## src/rtl/alu_pkg.sv

```systemverilog
// Shared ALU definitions: function codes, divider state encoding, default datapath width.
package alu_pkg;

  localparam int unsigned ALU_WIDTH = 32;

  localparam logic [5:0] FN_AND  = 6'b100100;
  localparam logic [5:0] FN_OR   = 6'b100101;
  localparam logic [5:0] FN_ADD  = 6'b100000;
  localparam logic [5:0] FN_SUB  = 6'b100010;
  localparam logic [5:0] FN_SLT  = 6'b101010;
  localparam logic [5:0] FN_SRL  = 6'b000010;
  localparam logic [5:0] FN_DIVU = 6'b011011;
  localparam logic [5:0] FN_MFHI = 6'b010000;
  localparam logic [5:0] FN_MFLO = 6'b010010;

  typedef enum logic [1:0] {
    IDLE = 2'd0,
    RUN  = 2'd1,
    DONE = 2'd2
  } div_state_e;

endpackage

```

## src/rtl/div_step.sv

```systemverilog
// One restoring shift-subtract division step; purely combinational.
module div_step #(
  parameter int unsigned WIDTH = 32
) (
  input  logic [WIDTH-1:0] rem_i,
  input  logic [WIDTH-1:0] quo_i,
  input  logic [WIDTH-1:0] divisor_i,
  output logic [WIDTH-1:0] rem_o,
  output logic [WIDTH-1:0] quo_o
);

  logic [WIDTH:0] shifted;
  logic [WIDTH:0] diff;

  // Extra MSB holds the bit shifted out of rem so the compare never overflows.
  assign shifted = {rem_i, quo_i[WIDTH-1]};
  assign diff    = shifted - {1'b0, divisor_i};

  always_comb begin
    if (shifted >= {1'b0, divisor_i}) begin
      rem_o = diff[WIDTH-1:0];
      quo_o = {quo_i[WIDTH-2:0], 1'b1};
    end else begin
      rem_o = shifted[WIDTH-1:0];
      quo_o = {quo_i[WIDTH-2:0], 1'b0};
    end
  end

endmodule

```

## src/rtl/hilo_divider.sv

```systemverilog
// Multi-cycle unsigned divider owning HI (remainder) / LO (quotient).
// Optional divide-by-zero flag output dz enabled by macro DIV_ZERO_FLAG_EN.
module hilo_divider
  import alu_pkg::*;
#(
  parameter int unsigned WIDTH     = ALU_WIDTH,
  parameter int unsigned CNT_W     = 6,
  parameter logic [5:0]  DIVU_CODE = FN_DIVU
) (
  input  logic             clk,
  input  logic             reset,
  input  logic [WIDTH-1:0] dataA,
  input  logic [WIDTH-1:0] dataB,
  input  logic [5:0]       Signal,
  output logic [WIDTH-1:0] HiOut,
  output logic [WIDTH-1:0] LoOut,
  output logic             busy,
`ifdef DIV_ZERO_FLAG_EN
  output logic             dz,
`endif
  output logic             done
);

  div_state_e       state_q, state_d;
  logic [CNT_W-1:0] cnt_q, cnt_d;
  logic [WIDTH-1:0] rem_q, rem_d;
  logic [WIDTH-1:0] quo_q, quo_d;
  logic [WIDTH-1:0] div_q, div_d;
  logic [WIDTH-1:0] hi_q, hi_d;
  logic [WIDTH-1:0] lo_q, lo_d;
  logic             busy_q, busy_d;
  logic             done_q, done_d;
  logic [WIDTH-1:0] step_rem, step_quo;

  div_step #(.WIDTH(WIDTH)) u_step (
    .rem_i     (rem_q),
    .quo_i     (quo_q),
    .divisor_i (div_q),
    .rem_o     (step_rem),
    .quo_o     (step_quo)
  );

  always_comb begin
    state_d = state_q;
    cnt_d   = cnt_q;
    rem_d   = rem_q;
    quo_d   = quo_q;
    div_d   = div_q;
    hi_d    = hi_q;
    lo_d    = lo_q;
    busy_d  = busy_q;
    done_d  = 1'b0;
    unique case (state_q)
      IDLE: begin
        if (Signal == DIVU_CODE) begin
          state_d = RUN;
          busy_d  = 1'b1;
          rem_d   = '0;
          quo_d   = dataA;
          div_d   = dataB;
          cnt_d   = '0;
        end
      end
      RUN: begin
        rem_d = step_rem;
        quo_d = step_quo;
        cnt_d = cnt_q + 1'b1;
        if (cnt_q == CNT_W'(WIDTH - 1)) state_d = DONE;
      end
      DONE: begin
        hi_d    = rem_q;
        lo_d    = quo_q;
        done_d  = 1'b1;
        busy_d  = 1'b0;
        state_d = IDLE;
      end
      default: state_d = IDLE;
    endcase
  end

  always_ff @(posedge clk) begin
    if (reset) begin
      state_q <= IDLE;
      cnt_q   <= '0;
      rem_q   <= '0;
      quo_q   <= '0;
      div_q   <= '0;
      hi_q    <= '0;
      lo_q    <= '0;
      busy_q  <= 1'b0;
      done_q  <= 1'b0;
    end else begin
      state_q <= state_d;
      cnt_q   <= cnt_d;
      rem_q   <= rem_d;
      quo_q   <= quo_d;
      div_q   <= div_d;
      hi_q    <= hi_d;
      lo_q    <= lo_d;
      busy_q  <= busy_d;
      done_q  <= done_d;
    end
  end

`ifdef DIV_ZERO_FLAG_EN
  logic dz_q;

  always_ff @(posedge clk) begin
    if (reset) begin
      dz_q <= 1'b0;
    end else if (state_q == IDLE && Signal == DIVU_CODE) begin
      dz_q <= (dataB == '0);
    end
  end

  assign dz = dz_q;
`endif

  assign HiOut = hi_q;
  assign LoOut = lo_q;
  assign busy  = busy_q;
  assign done  = done_q;

endmodule

```

## config.mk

```make
export PLATFORM = sky130hd
export DESIGN_NAME = hilo_divider
export DESIGN_NICKNAME = d
export VERILOG_FILES = /design/src/rtl/alu_pkg.sv /design/src/rtl/div_step.sv /design/src/rtl/hilo_divider.sv
export SDC_FILE = /design/constraint.sdc
export NUM_CORES = 1
export LEC_CHECK = 0
export ABC_AREA = 1
export BUFFER_PORTS_ARGS = -buffer_cell sky130_fd_sc_hd__buf_2
export CORE_MARGIN = 5
export CORE_UTILIZATION = 63
export CTS_BUF_LIST = sky130_fd_sc_hd__clkbuf_16
export CTS_CLUSTER_DIAMETER = 200
export DETAILED_ROUTE_END_ITERATION = 8
export PLACE_DENSITY = 0.92
export SKIP_LAST_GASP = 1
export SLEW_MARGIN = 20
export SYNTH_ARGS = -nofsm -noshare
export SYNTH_HDL_FRONTEND = slang
export SYNTH_HIERARCHICAL = 1
export SYNTH_SLANG_ARGS = --single-unit
```

## constraint.sdc

```tcl
create_clock -name clk -period 5.68 [get_ports clk]
set_clock_uncertainty 0.1 [all_clocks]
set_input_delay 1.136 -clock clk [delete_from_list [all_inputs] [get_ports clk]]
set_output_delay 1.136 -clock clk [all_outputs]
set_load 0.03 [all_outputs]
```

==> Word level (Yosys, flattened, before mapping) <==
Cells that the tools add are included.
{ "word_totals": {"regBits": 170, "input_bits": 72, "output_inout_bits": 66, "wordCells": 39} }
{ "op_classes": {"add_sub_neg": 2, "order_cmp": 1, "n_eq_ne": 6, "muxes": 14, "reduce_logical": 7} }
{ "op_table": {"columns": ["cell", "n"], "rows": [
  ["case mux 32 bit (2 select lines)", 2],
  ["2-to-1 mux 32 bit", 3],
  ["greater-or-equal comparator 33 x 32 -> 1 bit", 1],
  ["subtractor 32 bit", 1],
  ["== test 6 x 5 -> 1 bit, second input constant", 2],
  ["case mux 6 bit (2 select lines)", 1],
  ["AND reduction 2 bit", 4],
  ["adder 6 x 1 -> 6 bit, second input constant", 1],
  ["2-to-1 mux 6 bit", 1],
  ["2-to-1 mux 2 bit", 2],
  ["!= test 2 bit, second input constant", 2],
  ["case mux 2 bit (2 select lines)", 1],
  ["nonzero test 2 bit", 2],
  ["2-to-1 mux 1 bit", 3],
  ["== test 2 x 1 -> 1 bit, second input constant", 1],
  ["== test 2 bit, second input constant", 1],
  ["zero test 2 bit", 1],
  ["case mux 1 bit (2 select lines)", 1]
]} }

==> Depth between registers and ports, before layout <==
{ "logic_depth": {"word_depth": 3, "ltp_mapped": 18, "depth_no_buf": 16} }

==> By module <==
The synthesis kept the hierarchy.
{ "modules_own_cells": {"columns": ["module", "instances", "cells_each", "area_per_inst_um2", "seq_area_each_um2"], "rows": [
  ["hilo_divider", 1, 868, 6438.7, 3403.3],
  ["div_step", 1, 683, 3422.0, 0.0]
]} }

==> Worst setup path after synthesis <==
OpenSTA, ideal clock, no wires.
{ "synth_timing": {"kind": "input to register", "startpoint": "in Signal[5]", "endpoint": "reg quo_q[10]", "setup_ns": 0.113, "t_arrival_ns": 1.883, "required_time_ns": 5.467, "path_slack_ns": 3.584, "cell_stages": 8, "path_buffers": 2, "cell_sequence": "inv_1 nand2_1 nor2_1 nand2_4 buf_4 buf_4 nand4_1 nand2_1"} }
{ "synth_between": {"elab_chain_cells": 3} }
{ "synth_lines": {"columns": ["element", "line_no", "source"], "rows": [
  ["start, declared", "hilo_divider.sv:14", "input logic [5:0] Signal,"],
  ["== test 6 x 5 -> 1 bit", "hilo_divider.sv:55", "if (Signal == DIVU_CODE) begin"],
  ["!= test 2 bit (no line)", null, null],
  ["AND reduction 2 bit (no line)", null, null],
  ["end signal, assigned", "hilo_divider.sv:96", "quo_q <= quo_d;"],
  ["end, declared", "hilo_divider.sv:27", "logic [WIDTH-1:0] quo_q, quo_d;"]
]} }
No other way between the ends.
A chain may end at the register's enable or synchronous reset.

==> Worst setup path in the final report <==
{ "layout_timing": {"startpoint": "reg state_q[1]", "endpoint": "reg rem_q[30]"} }
{ "layout_between": {"elab_chain_cells": 3, "word_cells_on_any_way": 6, "classes_between": "2 x eq/ne; 1 x mux; 3 x reduce/logical"} }
{ "layout_lines": {"columns": ["element", "line_no", "source"], "rows": [
  ["start, declared", "hilo_divider.sv:24", "div_state_e state_q, state_d;"],
  ["start signal, assigned", "hilo_divider.sv:93", "state_q <= state_d;"],
  ["== test 2 x 1 -> 1 bit / zero test 2 bit (equally long branches)", "hilo_divider.sv:53", "unique case (state_q)"],
  ["nonzero test 2 bit (no line) / != test 2 bit (equally long branches)", null, null],
  ["AND reduction 2 bit (no line)", null, null],
  ["end signal, assigned", "hilo_divider.sv:95", "rem_q <= rem_d;"],
  ["end, declared", "hilo_divider.sv:26", "logic [WIDTH-1:0] rem_q, rem_d;"]
]} }
Parallel ways exist; a longest one is shown, timed or not.

==> flow_summary.toml <==
[sta]
worstMarginPinSlew_ns = 0.934
hold_violations = 0
max_freq_mhz = 334
rsz0062_at_grt = "no"
slew_viol_final = 0
finalSetupTns_ns = 0
setup_viol = 0
post-route-period-util_pct = 52.7
relSlewSlack_pct = 37.6
finalCriticalPeriod_ns = 3.00

[detailed_routing]
drt_wl_total_microns = 25000
ant_nets = 0
drc = 0
viasPerCell = 5.30
drtPass1Iterations = 6
drt_iter0_drc = 741
wire_per_inst_microns = 13.7
dr_total_vias = 9706

[global_route]
grt_pass1_wl_microns = 41500
grt_usage_pct = 27.4
grt_start_max_net_pins = 112
grt_pass1_vias = 8947
antenna_found_initial = 0
overflow = 0

[pwr]
power_density_mw_per_mm2 = 265
clock_power_share_pct = 41.7
switching_power_uw = 864
p_int_mw = 2.00
pwr-share-comb_pct = 16.2
power.ir.vdd_worst_uv = 231
switching_share_pct = 30.1
seqPwrFrac_pct = 42.1
power_leakage_nw = 5.66

[final_layout]
layout-drive-gt1-share_pct = 13.2
layout.nets = 1714
fin_util_pct = 70.8
regArea_sq_mm = 0.00340
multi_input_area_sq_mm = 0.00519
nFillCells = 1335
diodes = 0
area_growth_pct = 9.53
fin_area_sq_mm = 0.0108

[synthesis]
synth_mux_area_share_pct = 0
synth.distinct_cells = 36
synthXorXnorAreaFrac_pct = 1.33
ys.flop_type = "dfxtp_1"
synth_fa_ha_area_share_pct = 4.39
synth_top_family_by_area = "simple AND/OR/NAND/NOR gates"
avgSynthCellArea_sq_um = 6.36
synth_compound_area_share_pct = 6.42
synth-edff-count = 0
async_flop_share_pct = 0
yosys-top-cells-count = "nand2_1, nor2_1, dfxtp_1"
synthTopCellsByArea = "dfxtp_1, nand2_1, nor2_1, inv_1, o21ai_0"
netlist_instances = 1551
synth_simple_gate_area_share_pct = 40.5
synth_area_sq_mm = 0.00986
synth_area_leader_cell = "dfxtp_1"
ys_ff_latch = 170
synth_top_area_share_pct = 34.5
yosysSeqAreaShare_pct = 34.5
yosysWarningCount = 6
synth.most_common_cell = "nand2_1"
syn_nets = 1657

[cts]
clk_latency_ns = 0.45
clock-sinks = 170
post_cts_buffers = 0
htree_levels = 4
clockBufferDepth = 2
cts_tree = "yes"
cts_hold_buf = 0
clk_pin_slew_ns = 0.07
cts_resized = 0
cts_buffers = 17
cts_root_buffer = "clkbuf_16"

[setup_path]
endpoint_kind = "register"
worst_path_max_delay_cell = "nor2_4"
reg2reg_slack_ns = 2.68
required_ns = 5.97
crit_type = "reg -> reg"
critPathBufInv = 2
critPathLaunchType = "register"
cpPeakStageDelay_ns = 0.74
worstPathArrival_ns = 3.28
critPathMaxFanout = 68
crit_top_cell = "nand2_1"
worstPathCellList = "nor2_4 > inv_4 > nor2_2 > buf_4 > nand2_1 > nand2_1"
crit_family = "simple AND/OR/NAND/NOR gates"

[floorplanning]
dieArea_sq_mm = 0.0183
die_h_microns = 135
coreArea_sq_mm = 0.0153
initial_core_util_pct = 64.6
io_pins = 138
die_w_microns = 135
core.rowCount = 45

[run]
max_cap_viol_count = 0

[place]
io_buffers = 137
postPlaceCellArea_sq_mm = 0.0102
place.gp.congestion = 0.930
dp_hpwl_microns = 16900

[outcome]
status = "finished, final reports clean"

[min_path]
hold_path_class = "reg -> reg"
## placed cells by master, fill, tap and decap left out, types with 6 or more instances in the layout
master,synthesis,final
ha_1,33,33
nand3b_1,10,10
clkbuf_16,0,17
nand3_2,17,17
o21ai_1,11,11
buf_2,37,137
o21ai_0,89,89
nor3_1,7,7
nand2_1,522,521
and2_1,8,8
a21oi_1,25,25
inv_6,0,6
dfxtp_1,170,170
inv_1,157,158
nand3_1,88,88
nor2_1,236,236
xor2_1,14,14
nand4_1,34,34
## worst reg2reg max path, cell delays in order, from the launching register on
cell and delay, ns:
dfxtp_1 0.36, nor2_4 0.75, inv_4 0.50, nor2_2 0.72, buf_4 0.36, nand2_1 0.09, nand2_1 0.07
## path summary, 6_finish.rpt
path / start / end / depth (start not counted)
setup / recovery: state_q[1] / rem_q[30] / 6
hold / removal: busy / busy / 2
setup reg to reg: state_q[1] / rem_q[30] / 6
hold reg to reg: busy / busy / 2
## area by class of cell
| class | count | area share, % |
|---|---|---|
| Clock inverter | 15 | 1.66 |
| Timing Repair Buffer | 140 | 6.56 |
| Tap cell | 211 | 2.44 |
| Clock buffer | 17 | 3.94 |
| Inverter | 165 | 5.79 |
| Sequential cell | 170 | 31.5 |
| Multi-Input combinational cell | 1114 | 48.1 |
## sequential cells by signal (all words and copies together), names as in the netlist
| signal | count |
|---|---|
| done | 1 |
| busy | 1 |
| LoOut | 32 |
| HiOut | 32 |
| state_q | 2 |
| quo_q | 32 |
| div_q | 32 |
| cnt_q | 6 |
| rem_q | 32 |
## cell families after synthesis
family          after synthesis
simple gates                939
flops                       170
buf+inv                     267
compound gates              126
xor+xnor                     15
fa+ha+maj                    34
## metal layers
| layer | global-route usage [%] | share of wire, % |
|---|---|---|
| met5 | 0 | 0 |
| met4 | 8.23 | 1.7 |
| met3 | 5.10 | 6.8 |
| met2 | 46.5 | 47 |
| met1 | 35.4 | 44 |
## power groups by stage
| stage | Combinational, mW | Sequential (mW) | Clock [mW] |
|---|---|---|---|
| 2_1_floorplan | 0.370 | 1.23 | 0 |
| 3_3_place_gp | 0.443 | 1.23 | 0 |
| 3_5_place_dp | 0.453 | 1.23 | 0 |
| 4_1_cts | 0.457 | 1.21 | 1.21 |
| 5_1_grt | 0.512 | 1.21 | 1.26 |
| 6_report | 0.464 | 1.21 | 1.20 |
## stage by stage
step                total power, mW  setup slack (ns)  hold WS [ns]  cells
floorplan                      1.60              3.58         0.342   1551
global placement               1.68              2.51         0.352   1800
detailed placement             1.69              2.44         0.356   1800
CTS                            2.87              2.70         0.367   1832
global route                   2.98              2.42         0.384   1832
finish                         2.87              2.68         0.367   1832
Note: power is estimated with default switching activity, not from simulation.
